## src/rtl/grid_mem_arbiter_pkg.sv

```systemverilog
`default_nettype none
// ----------------------------------------------------------------------------
// grid_mem_arbiter_pkg: shared constants and types for the placement RAM arbiter
// Rev 1.0
// ----------------------------------------------------------------------------
package grid_mem_arbiter_pkg;

  localparam int GRID_N         = 9;
  localparam int DEFAULT_DATA_W = 32;
  localparam int TAG_IDX_W      = 2;

  localparam logic signed [31:0] EMPTY_CELL = -32'sd1;

  localparam logic [0:0] ARB_IDLE   = 1'b0;
  localparam logic [0:0] ARB_LOCKED = 1'b1;

  typedef struct packed {
    logic                 valid;
    logic                 oor;
    logic [TAG_IDX_W-1:0] idx;
  } rd_tag_t;

  function automatic logic addr_in_range(input logic signed [31:0] a, input int depth);
    return (a >= 0) && (a < depth);
  endfunction

endpackage
`default_nettype wire

```

## src/rtl/grid_mem_arbiter_rr_pick.sv

```systemverilog
`default_nettype none
// ----------------------------------------------------------------------------
// grid_mem_arbiter_rr_pick: combinational round-robin picker starting at rr_ptr
// Rev 1.0
// ----------------------------------------------------------------------------
module grid_mem_arbiter_rr_pick #(
  parameter int N  = 2,
  parameter int IW = 1
) (
  input  logic [N-1:0]  req,
  input  logic [IW-1:0] rr_ptr,
  input  logic [N-1:0]  mask,
  output logic [N-1:0]  gnt,
  output logic [IW-1:0] idx,
  output logic          found
);

  logic [N-1:0] cand;
  logic [IW:0]  pos;

  assign cand = req & mask;

  always_comb begin
    gnt   = '0;
    idx   = '0;
    found = 1'b0;
    pos   = '0;
    for (int i = 0; i < N; i++) begin
      // rr_ptr + i wrapped into 0..N-1 without a divider
      pos = {1'b0, rr_ptr} + (IW+1)'(i);
      if (pos >= (IW+1)'(N)) pos = pos - (IW+1)'(N);
      if (!found && cand[pos[IW-1:0]]) begin
        found              = 1'b1;
        idx                = pos[IW-1:0];
        gnt[pos[IW-1:0]]   = 1'b1;
      end
    end
  end

endmodule
`default_nettype wire

```

## src/rtl/grid_mem_arbiter.sv

```systemverilog
`default_nettype none
// ----------------------------------------------------------------------------
// grid_mem_arbiter: lockable round-robin arbiter sharing one placement RAM
// Rev 1.0
// ----------------------------------------------------------------------------
module grid_mem_arbiter
  import grid_mem_arbiter_pkg::*;
#(
  parameter int                N_REQ    = 2,
  parameter int                DATA_W   = DEFAULT_DATA_W,
  parameter int                DEPTH    = 81,
  parameter int                RD_LAT   = 1,
  parameter int                LOCK_MAX = 64,
  parameter logic [DATA_W-1:0] OOR_DATA = '0
) (
  input  logic                      clk,
  input  logic                      reset,
  input  logic [N_REQ-1:0]          req,
  input  logic [N_REQ-1:0]          we,
  input  logic [N_REQ-1:0]          lock,
  input  logic [N_REQ*32-1:0]       addr,
  input  logic [N_REQ*DATA_W-1:0]   wdata,
  output logic [N_REQ-1:0]          gnt,
  output logic [N_REQ-1:0]          rvalid,
  output logic [DATA_W-1:0]         rdata,
  output logic                      lock_err,
  output logic                      mem_read,
  output logic                      mem_write,
  output logic [31:0]               mem_addr,
  output logic [DATA_W-1:0]         mem_wdata,
  input  logic [DATA_W-1:0]         mem_rdata
);

  localparam int IW = (N_REQ > 1) ? $clog2(N_REQ) : 1;
  localparam int CW = (LOCK_MAX > 1) ? $clog2(LOCK_MAX) : 1;

  logic [0:0]         state, state_nxt;
  logic [IW-1:0]      owner, owner_nxt;
  logic [IW-1:0]      rr_ptr, rr_ptr_nxt;
  logic [CW-1:0]      lock_cnt, lock_cnt_nxt;

  logic [N_REQ-1:0]   pick_mask, pick_gnt;
  logic [IW-1:0]      win_idx;
  logic               pick_found, win_valid;

  logic signed [31:0] addr_a  [N_REQ];
  logic [DATA_W-1:0]  wdata_a [N_REQ];
  logic signed [31:0] win_addr;
  logic               win_in_range;

  rd_tag_t            tag_in;
  rd_tag_t            tag_q [RD_LAT+1];

  for (genvar g = 0; g < N_REQ; g++) begin : g_unpack
    assign addr_a[g]  = addr[32*g +: 32];
    assign wdata_a[g] = wdata[DATA_W*g +: DATA_W];
  end

  // While locked only the owner is eligible
  assign pick_mask = (state == ARB_LOCKED) ? (N_REQ'(1) << owner) : '1;

  grid_mem_arbiter_rr_pick #(
    .N  (N_REQ),
    .IW (IW)
  ) u_rr_pick (
    .req    (req),
    .rr_ptr (rr_ptr),
    .mask   (pick_mask),
    .gnt    (pick_gnt),
    .idx    (win_idx),
    .found  (pick_found)
  );

  always_ff @(posedge clk) begin
    if (reset) begin
      state    <= ARB_IDLE;
      owner    <= '0;
      rr_ptr   <= '0;
      lock_cnt <= '0;
    end else begin
      state    <= state_nxt;
      owner    <= owner_nxt;
      rr_ptr   <= rr_ptr_nxt;
      lock_cnt <= lock_cnt_nxt;
    end
  end

  always_comb begin
    state_nxt    = state;
    owner_nxt    = owner;
    rr_ptr_nxt   = rr_ptr;
    lock_cnt_nxt = lock_cnt;
    case (state)
      ARB_IDLE: begin
        if (win_valid) begin
          rr_ptr_nxt = (win_idx == IW'(N_REQ - 1)) ? '0 : win_idx + 1'b1;
          if (lock[win_idx]) begin
            state_nxt    = ARB_LOCKED;
            owner_nxt    = win_idx;
            lock_cnt_nxt = '0;
          end
        end
      end
      ARB_LOCKED: begin
        lock_cnt_nxt = lock_cnt + 1'b1;
        if (!lock[owner] || (lock_cnt == CW'(LOCK_MAX - 1))) state_nxt = ARB_IDLE;
      end
      default: state_nxt = ARB_IDLE;
    endcase
  end

  always_comb begin
    gnt       = reset ? '0 : pick_gnt;
    win_valid = !reset && pick_found;
    lock_err  = !reset && (state == ARB_LOCKED) && lock[owner] &&
                (lock_cnt == CW'(LOCK_MAX - 1));
  end

  assign win_addr     = addr_a[win_idx];
  assign win_in_range = addr_in_range(win_addr, DEPTH);

  always_ff @(posedge clk) begin
    if (reset) begin
      mem_read  <= 1'b0;
      mem_write <= 1'b0;
      mem_addr  <= '0;
      mem_wdata <= '0;
    end else begin
      mem_read  <= win_valid && !we[win_idx] && win_in_range;
      mem_write <= win_valid &&  we[win_idx] && win_in_range;
      if (win_valid) begin
        mem_addr  <= win_addr;
        mem_wdata <= wdata_a[win_idx];
      end
    end
  end

  // Out-of-range reads still carry a tag so the requester gets its rvalid
  always_comb begin
    tag_in       = '0;
    tag_in.valid = win_valid && !we[win_idx];
    tag_in.oor   = !win_in_range;
    tag_in.idx   = TAG_IDX_W'(win_idx);
  end

  for (genvar s = 0; s <= RD_LAT; s++) begin : g_tag
    if (s == 0) begin : g_head
      always_ff @(posedge clk) begin
        if (reset) tag_q[s] <= '0;
        else       tag_q[s] <= tag_in;
      end
    end else begin : g_shift
      always_ff @(posedge clk) begin
        if (reset) tag_q[s] <= '0;
        else       tag_q[s] <= tag_q[s-1];
      end
    end
  end

  always_comb begin
    rvalid = '0;
    rdata  = '0;
    if (tag_q[RD_LAT].valid) begin
      rvalid = N_REQ'(1) << tag_q[RD_LAT].idx;
      rdata  = tag_q[RD_LAT].oor ? OOR_DATA : mem_rdata;
    end
  end

endmodule
`default_nettype wire

```

## config.mk

```make
export PLATFORM = sky130hd
export DESIGN_NAME = grid_mem_arbiter
export DESIGN_NICKNAME = d
export VERILOG_FILES = /design/src/rtl/grid_mem_arbiter_pkg.sv /design/src/rtl/grid_mem_arbiter_rr_pick.sv /design/src/rtl/grid_mem_arbiter.sv
export SDC_FILE = /design/constraint.sdc
export NUM_CORES = 1
export LEC_CHECK = 0
export ABC_AREA = 1
export ABC_CLOCK_PERIOD_IN_PS = 4700
export BUFFER_PORTS_ARGS = -buffer_cell sky130_fd_sc_hd__buf_4
export CAP_MARGIN = 5
export CORE_MARGIN = 4
export CORE_UTILIZATION = 46
export CTS_CLUSTER_DIAMETER = 50
export CTS_CLUSTER_SIZE = 16
export DETAILED_ROUTE_END_ITERATION = 6
export PLACE_DENSITY = 0.93
export SETUP_SLACK_MARGIN = 0.4
export SYNTH_ARGS = -nofsm -noshare
export SYNTH_HDL_FRONTEND = slang
export SYNTH_SLANG_ARGS = --single-unit
```

## constraint.sdc

```tcl
create_clock -name clk -period 4.7 [get_ports clk]
set_input_delay 0.705 -clock clk [delete_from_list [all_inputs] [get_ports clk]]
set_output_delay 0.705 -clock clk [all_outputs]
set_load 0.01 [all_outputs]
```

**After elaboration in Yosys (flattened, before gate mapping)**

Memory sizes are Yosys's and may differ from the RTL's.
Cells that the tools add are included.

- Add/subtract/negate cells: 5
- Eq/ne operators: 3
- Reduce and logical (&&, ||, !) cells: 21
- Magnitude comparators: 11
- Multiplexer cells: 46
- Bitwise logic cells: 6
- Shift operators: 2

Operators with widths:

| operator | count |
|---|---|
| two-way mux 32 bit | 8 |
| greater-or-equal comparator 32 x 1 -> 1 bit, second input constant | 1 |
| < comparator 32 x 8 -> 1 bit, second input constant | 1 |
| two-way mux 1 bit | 25 |
| logical AND 1 bit | 12 |
| two-way mux 6 bit | 2 |
| case mux 6 bit (2 select lines) | 1 |
| two-way mux 2 bit | 5 |
| < comparator 1 x 2 -> 1 bit, second input constant | 4 |
| two-way mux 4 bit | 2 |
| adder 6 x 1 -> 6 bit, second input constant | 1 |
| == test 6 bit, second input constant | 1 |
| zero test 1 bit | 5 |
| greater-or-equal comparator 2 bit, second input constant | 2 |
| inequality test 2 bit, second input constant | 2 |
| AND reduction 2 bit | 2 |
| AND reduction 3 bit | 1 |
| adder 1 x 1 -> 2 bit, second input constant | 1 |
| AND 2 bit | 1 |
| demux 1 bit (select 1 bit) | 2 |
| greater-or-equal comparator 1 bit, second input constant | 2 |
| greater-or-equal comparator 1 x 2 -> 1 bit, second input constant | 1 |
| NOT 1 -> 2 bit | 1 |
| OR 1 bit | 2 |
| 8 further kinds | 9 |

- Input bits: 168
- Output and inout port bits: 103
- Word-level logic and storage cells: 103
- Memories kept: 1
- Bits in writable memories: 8
- Register bits: 75

Memories:

| name | depth | bits a word | rd ports | clocked after memory_dff | wr ports | RTL line | source |
|---|---|---|---|---|---|---|---|
| tag_q | 2 | 4 | 2 | 0 | 2 | grid_mem_arbiter.sv:52 | `rd_tag_t tag_q [RD_LAT+1];` |

**Depth between registers and ports, before layout**

- Word-level depth: 17
- Gate-level depth with buffers: 12
- Depth with buffers taken out: 12

**Modules after synthesis**

A second synthesis with hierarchy kept.

- Cell total of the unflattened synthesis: 696
- Area total of the unflattened synthesis: 4140.2 sq um

Modules (own cells, without submodules):

| module | seq. area each (sq um) | cells each | area an instance (sq um) | instances |
|---|---|---|---|---|
| grid_mem_arbiter | 1621.6 | 686 | 4096.4 | 1 |
| grid_mem_arbiter_rr_pick | 0.0 | 10 | 43.8 | 1 |

**Least setup slack after synthesis**

OpenSTA, ideal clock, no wires.

- Kind: input to output
- Start: input port req[1]
- End: output port gnt[1]
- Buffers on the path: 2
- Stages on the path: 6
- Setup slack: 2.449 ns
- Arrival time: 1.546 ns
- Required time: 3.995 ns
- Cell sequence: inv_1 a21oi_4 nand2_4 buf_2 clkbuf_1 nor2_1

- Cells in the longest elaborated chain, start to end: 8
- Elaborated cells between the ends (all ways): 12
- Classes of those cells: mux: 8; bitwise: 2; reduce/logical: 2

Ends and longest elaborated chain:

| what | RTL line | source |
|---|---|---|
| start: declaration | grid_mem_arbiter.sv:18 | `input logic [N_REQ-1:0] req,` |
| AND 2 bit (*) | grid_mem_arbiter_rr_pick.sv:21 | `assign cand = req & mask;` |
| two-way mux 1 bit (not written as such) (2 in a row) | grid_mem_arbiter_rr_pick.sv:32 | `if (!found && cand[pos[IW-1:0]]) begin` |
| two-way mux 1 bit | grid_mem_arbiter_rr_pick.sv:32 |  |
| zero test 1 bit | grid_mem_arbiter_rr_pick.sv:32 |  |
| logical AND 1 bit | grid_mem_arbiter_rr_pick.sv:32 |  |
| two-way mux 2 bit (*) | grid_mem_arbiter_rr_pick.sv:32 |  |
| two-way mux 2 bit (*) | grid_mem_arbiter.sv:113 | `gnt = reset ? '0 : pick_gnt;` |
| end: declaration | grid_mem_arbiter.sv:23 | `output logic [N_REQ-1:0] gnt,` |

Every way passes the cells marked *; elsewhere a longest branch is shown, timed or not. The select of a mux whose other input is x is not followed.

**Worst setup path in the final report**

- Start: register state
- End: output port gnt[1]

- Cells in the longest elaborated chain, start to end: 9
- Elaborated cells between the ends (all ways): 13
- Classes of those cells: mux: 9; bitwise: 2; reduce/logical: 2

Ends and longest elaborated chain:

| what | RTL line | source |
|---|---|---|
| start: declaration | grid_mem_arbiter.sv:37 | `logic [0:0] state, state_nxt;` |
| start signal: assignment | grid_mem_arbiter.sv:81 | `state <= state_nxt;` |
| two-way mux 2 bit (*) | grid_mem_arbiter.sv:60 | `assign pick_mask = (state == ARB_LOCKED) ? (N_REQ'(1) << owner) : '1;` |
| AND 2 bit (*) | grid_mem_arbiter_rr_pick.sv:21 |  |
| two-way mux 1 bit (not written as such) (2 in a row) | grid_mem_arbiter_rr_pick.sv:32 |  |
| two-way mux 1 bit | grid_mem_arbiter_rr_pick.sv:32 |  |
| zero test 1 bit | grid_mem_arbiter_rr_pick.sv:32 |  |
| logical AND 1 bit | grid_mem_arbiter_rr_pick.sv:32 |  |
| two-way mux 2 bit (*) | grid_mem_arbiter_rr_pick.sv:32 |  |
| two-way mux 2 bit (*) | grid_mem_arbiter.sv:113 |  |

Marked as above.

==> out/results.ini <==
[sta]
rsz0062_at_grt=false
final_hold_viol_count=0
relSlewSlack=0.453
fin_crit_ns=3.35
finalCritPeriodShare=0.712
drv_slew=0
setup_violations=0
fmax_mhz=299
fin_tns_setup_ns=0
skew_ns=0.00562
tightest_slew_ns=0.819

[critical_path]
r2r_start=state$_SDFF_PP0_
crit_path_max_fanout=71
arrival_ns=2.64
rr_endpoint=tag_q[0][2]$_SDFF_PP0_
end_kind=primary output
reg2reg_depth=12
regToRegSetupSlack_ns=1.36
endpoint=gnt[1]
startpoint_type=register
path_class=register to primary output
cp.required_ns=3.99
crit_start=state$_SDFF_PP0_

[clock_tree]
cts_resized=0
clk_latency_ns=0.33
cts.sinks=81
clkTransAtPathRegs_ns=0.08
numCtsBuffers=9
cts_max_path_buffers=2
cts_tree=done
cts_hold_buf=0
cts_htree_levels=3
cts_setup_buffers=0
cts_root_buf=clkbuf_8

[finish]
drive_above_1_share=0.334
stdcell_count=995
layout.nets=1052
multiInputGateArea_sq_um=2050
syn2layout_area_growth_pct=51.1
nFillCells=738
seqCellArea_sq_um=1620
insertedDiodeCount=0

[die]
pin_count=271
core_area_sq_um=8850
die_w_um=104
die-height_um=104
initial_core_util=0.481
row_count=34
die_area_sq_um=10900

[synth]
synth.cells.most_frequent=141 x nand2_1, 97 x inv_1, 81 x dfxtp_1
synthesis.area_sq_um=4260
yosys.area.top_type=dfxtp_1
yosysSeqAreaShare=0.381
synth_top_area_frac=0.381
synth-edff-count=0
ys_types=31
synth_fp_nets=812
synthArstFlopShare=0
synth.area.top_cells=dfxtp_1 38%, nand2_1 12%, inv_1 8.5%, nand3_1 8.3%, o211ai_1 7.4%
synth_most_common_cell=nand2_1
ys_ff_latch=81
avgSynthCellArea_sq_um=6.62
synthCells=643
yosys_warnings=0
ys.flop_type=dfxtp_1

[detailed_routing]
wl_per_cell_um=14.3
highest-signal-layer=met4
met2_length_um=6950
drtIter0Drc=224
wl_met3_um=1280
viasPerCell=5.02
num_vias=4997
drc_errors=0
firstDrtPassIters=5
wl_um=14200
antenna_left=0
wl_met1_um=5470

[hold_path]
min_from=tag_q[0][0]$_SDFF_PP0_
worstHoldPathCells=2
min_path_type=register to register

[grt]
track_usage=0.249
grt_remaining_overflow=0
grt_pass1_wl_um=22500
grt_max_degree=74
first_global_vias=4691
antenna_found_initial=0

[power]
p_per_area_nw_per_um2=278
p_leak_nw=3.57
ir_drop_mv=0.185

[flow_run]
drv_cap=0

[outcome]
status=completed

[place]
dp.final_hpwl_um=10600
numPortBuffers=270
gp_congestion=0.819
place_inst=980

==> report_power, final <==
part | switching, W | total, W | internal, W
logic | 0.000242 | 0.000474 | 0.000232
clock network | 0.000247 | 0.000544 | 0.000297
registers | 0.0000313 | 0.000771 | 0.000740
==> sequential cells by signal, summed over array words and instances (netlist names) <==
| register | cells |
|---|---|
| owner | 1 |
| state | 1 |
| tag_q | 6 |
| rr_ptr | 1 |
| lock_cnt | 6 |
| mem_read | 1 |
| mem_wdata | 32 |
| mem_write | 1 |
| mem_addr | 32 |
==> layer usage <==
layer | up-vias | track usage
li1 | 2526 | -
met2 | 222 | 0.433
met1 | 2211 | 0.284
met3 | 38 | 0.0739
met4 | 0 | 0.106
met5 | - | 0
==> critical path, cell delays in order (launching register included) <==
cell	delay (ns)
dfxtp_1	0.47
a21oi_4	0.73
nand2_4	0.64
nor2_1	0.26
buf_4	0.15
==> area by class of cell <==
class / instances / share of cell area
clock buffer: 10 / 0.0198
clock inverter: 5 / 0.0126
inverter: 100 / 0.0583
multi-input combinational: 419 / 0.319
sequential: 81 / 0.252
tap: 108 / 0.0210
timing repair buffer: 272 / 0.317
==> cells in the final DEF, fill, tap and decap left out, types with 2 or more instances in the layout <==
master	count
nand2_2	2
nor2_1	68
a21oi_1	28
o21bai_1	22
dfxtp_1	81
clkbuf_8	9
o21ai_1	2
bufinv_16	2
inv_2	3
o21ai_0	28
buf_4	272
inv_1	97
nand2_1	140
nand3_1	71
nor3_1	2
o211ai_1	42
nand3b_1	2
==> per-stage QoR <==
| step | setup WS, ns | hold WS [ns] | util | instance area (sq um) | total power (W) |
|---|---|---|---|---|---|
| after floorplan | 2.45 | 0.388 | - | 4260 | 0.00103 |
| after global placement | 1.33 | 0.389 | 0.704 | 6230 | 0.00125 |
| after detailed placement | 1.27 | 0.401 | 0.704 | 6230 | 0.00126 |
| after CTS | 1.38 | 0.405 | 0.728 | 6440 | 0.00180 |
| after global routing | 1.01 | 0.436 | 0.728 | 6440 | 0.00188 |
| final | 1.35 | 0.404 | 0.728 | 6440 | 0.00179 |
==> logic make-up after synthesis <==
kind of cell / Yosys count / share of synthesized area
compound gates: 125 / 0.188
fa+ha+maj: 1 / 0.00294
buf+inv: 143 / 0.137
flops: 81 / 0.381
mux: 1 / 0.00235
simple gates: 292 / 0.288
==> worst min-delay path by stage <==
stage,endpoint,slack (ns)
floorplan,tag_q[1][0]$_SDFF_PP0_,0.39
global placement,tag_q[1][0]$_SDFF_PP0_,0.39
detailed placement,tag_q[1][0]$_SDFF_PP0_,0.40
CTS,tag_q[1][0]$_SDFF_PP0_,0.41
global route,tag_q[1][0]$_SDFF_PP0_,0.44
finish,tag_q[1][0]$_SDFF_PP0_,0.40
(Power assumes the default switching activity.)
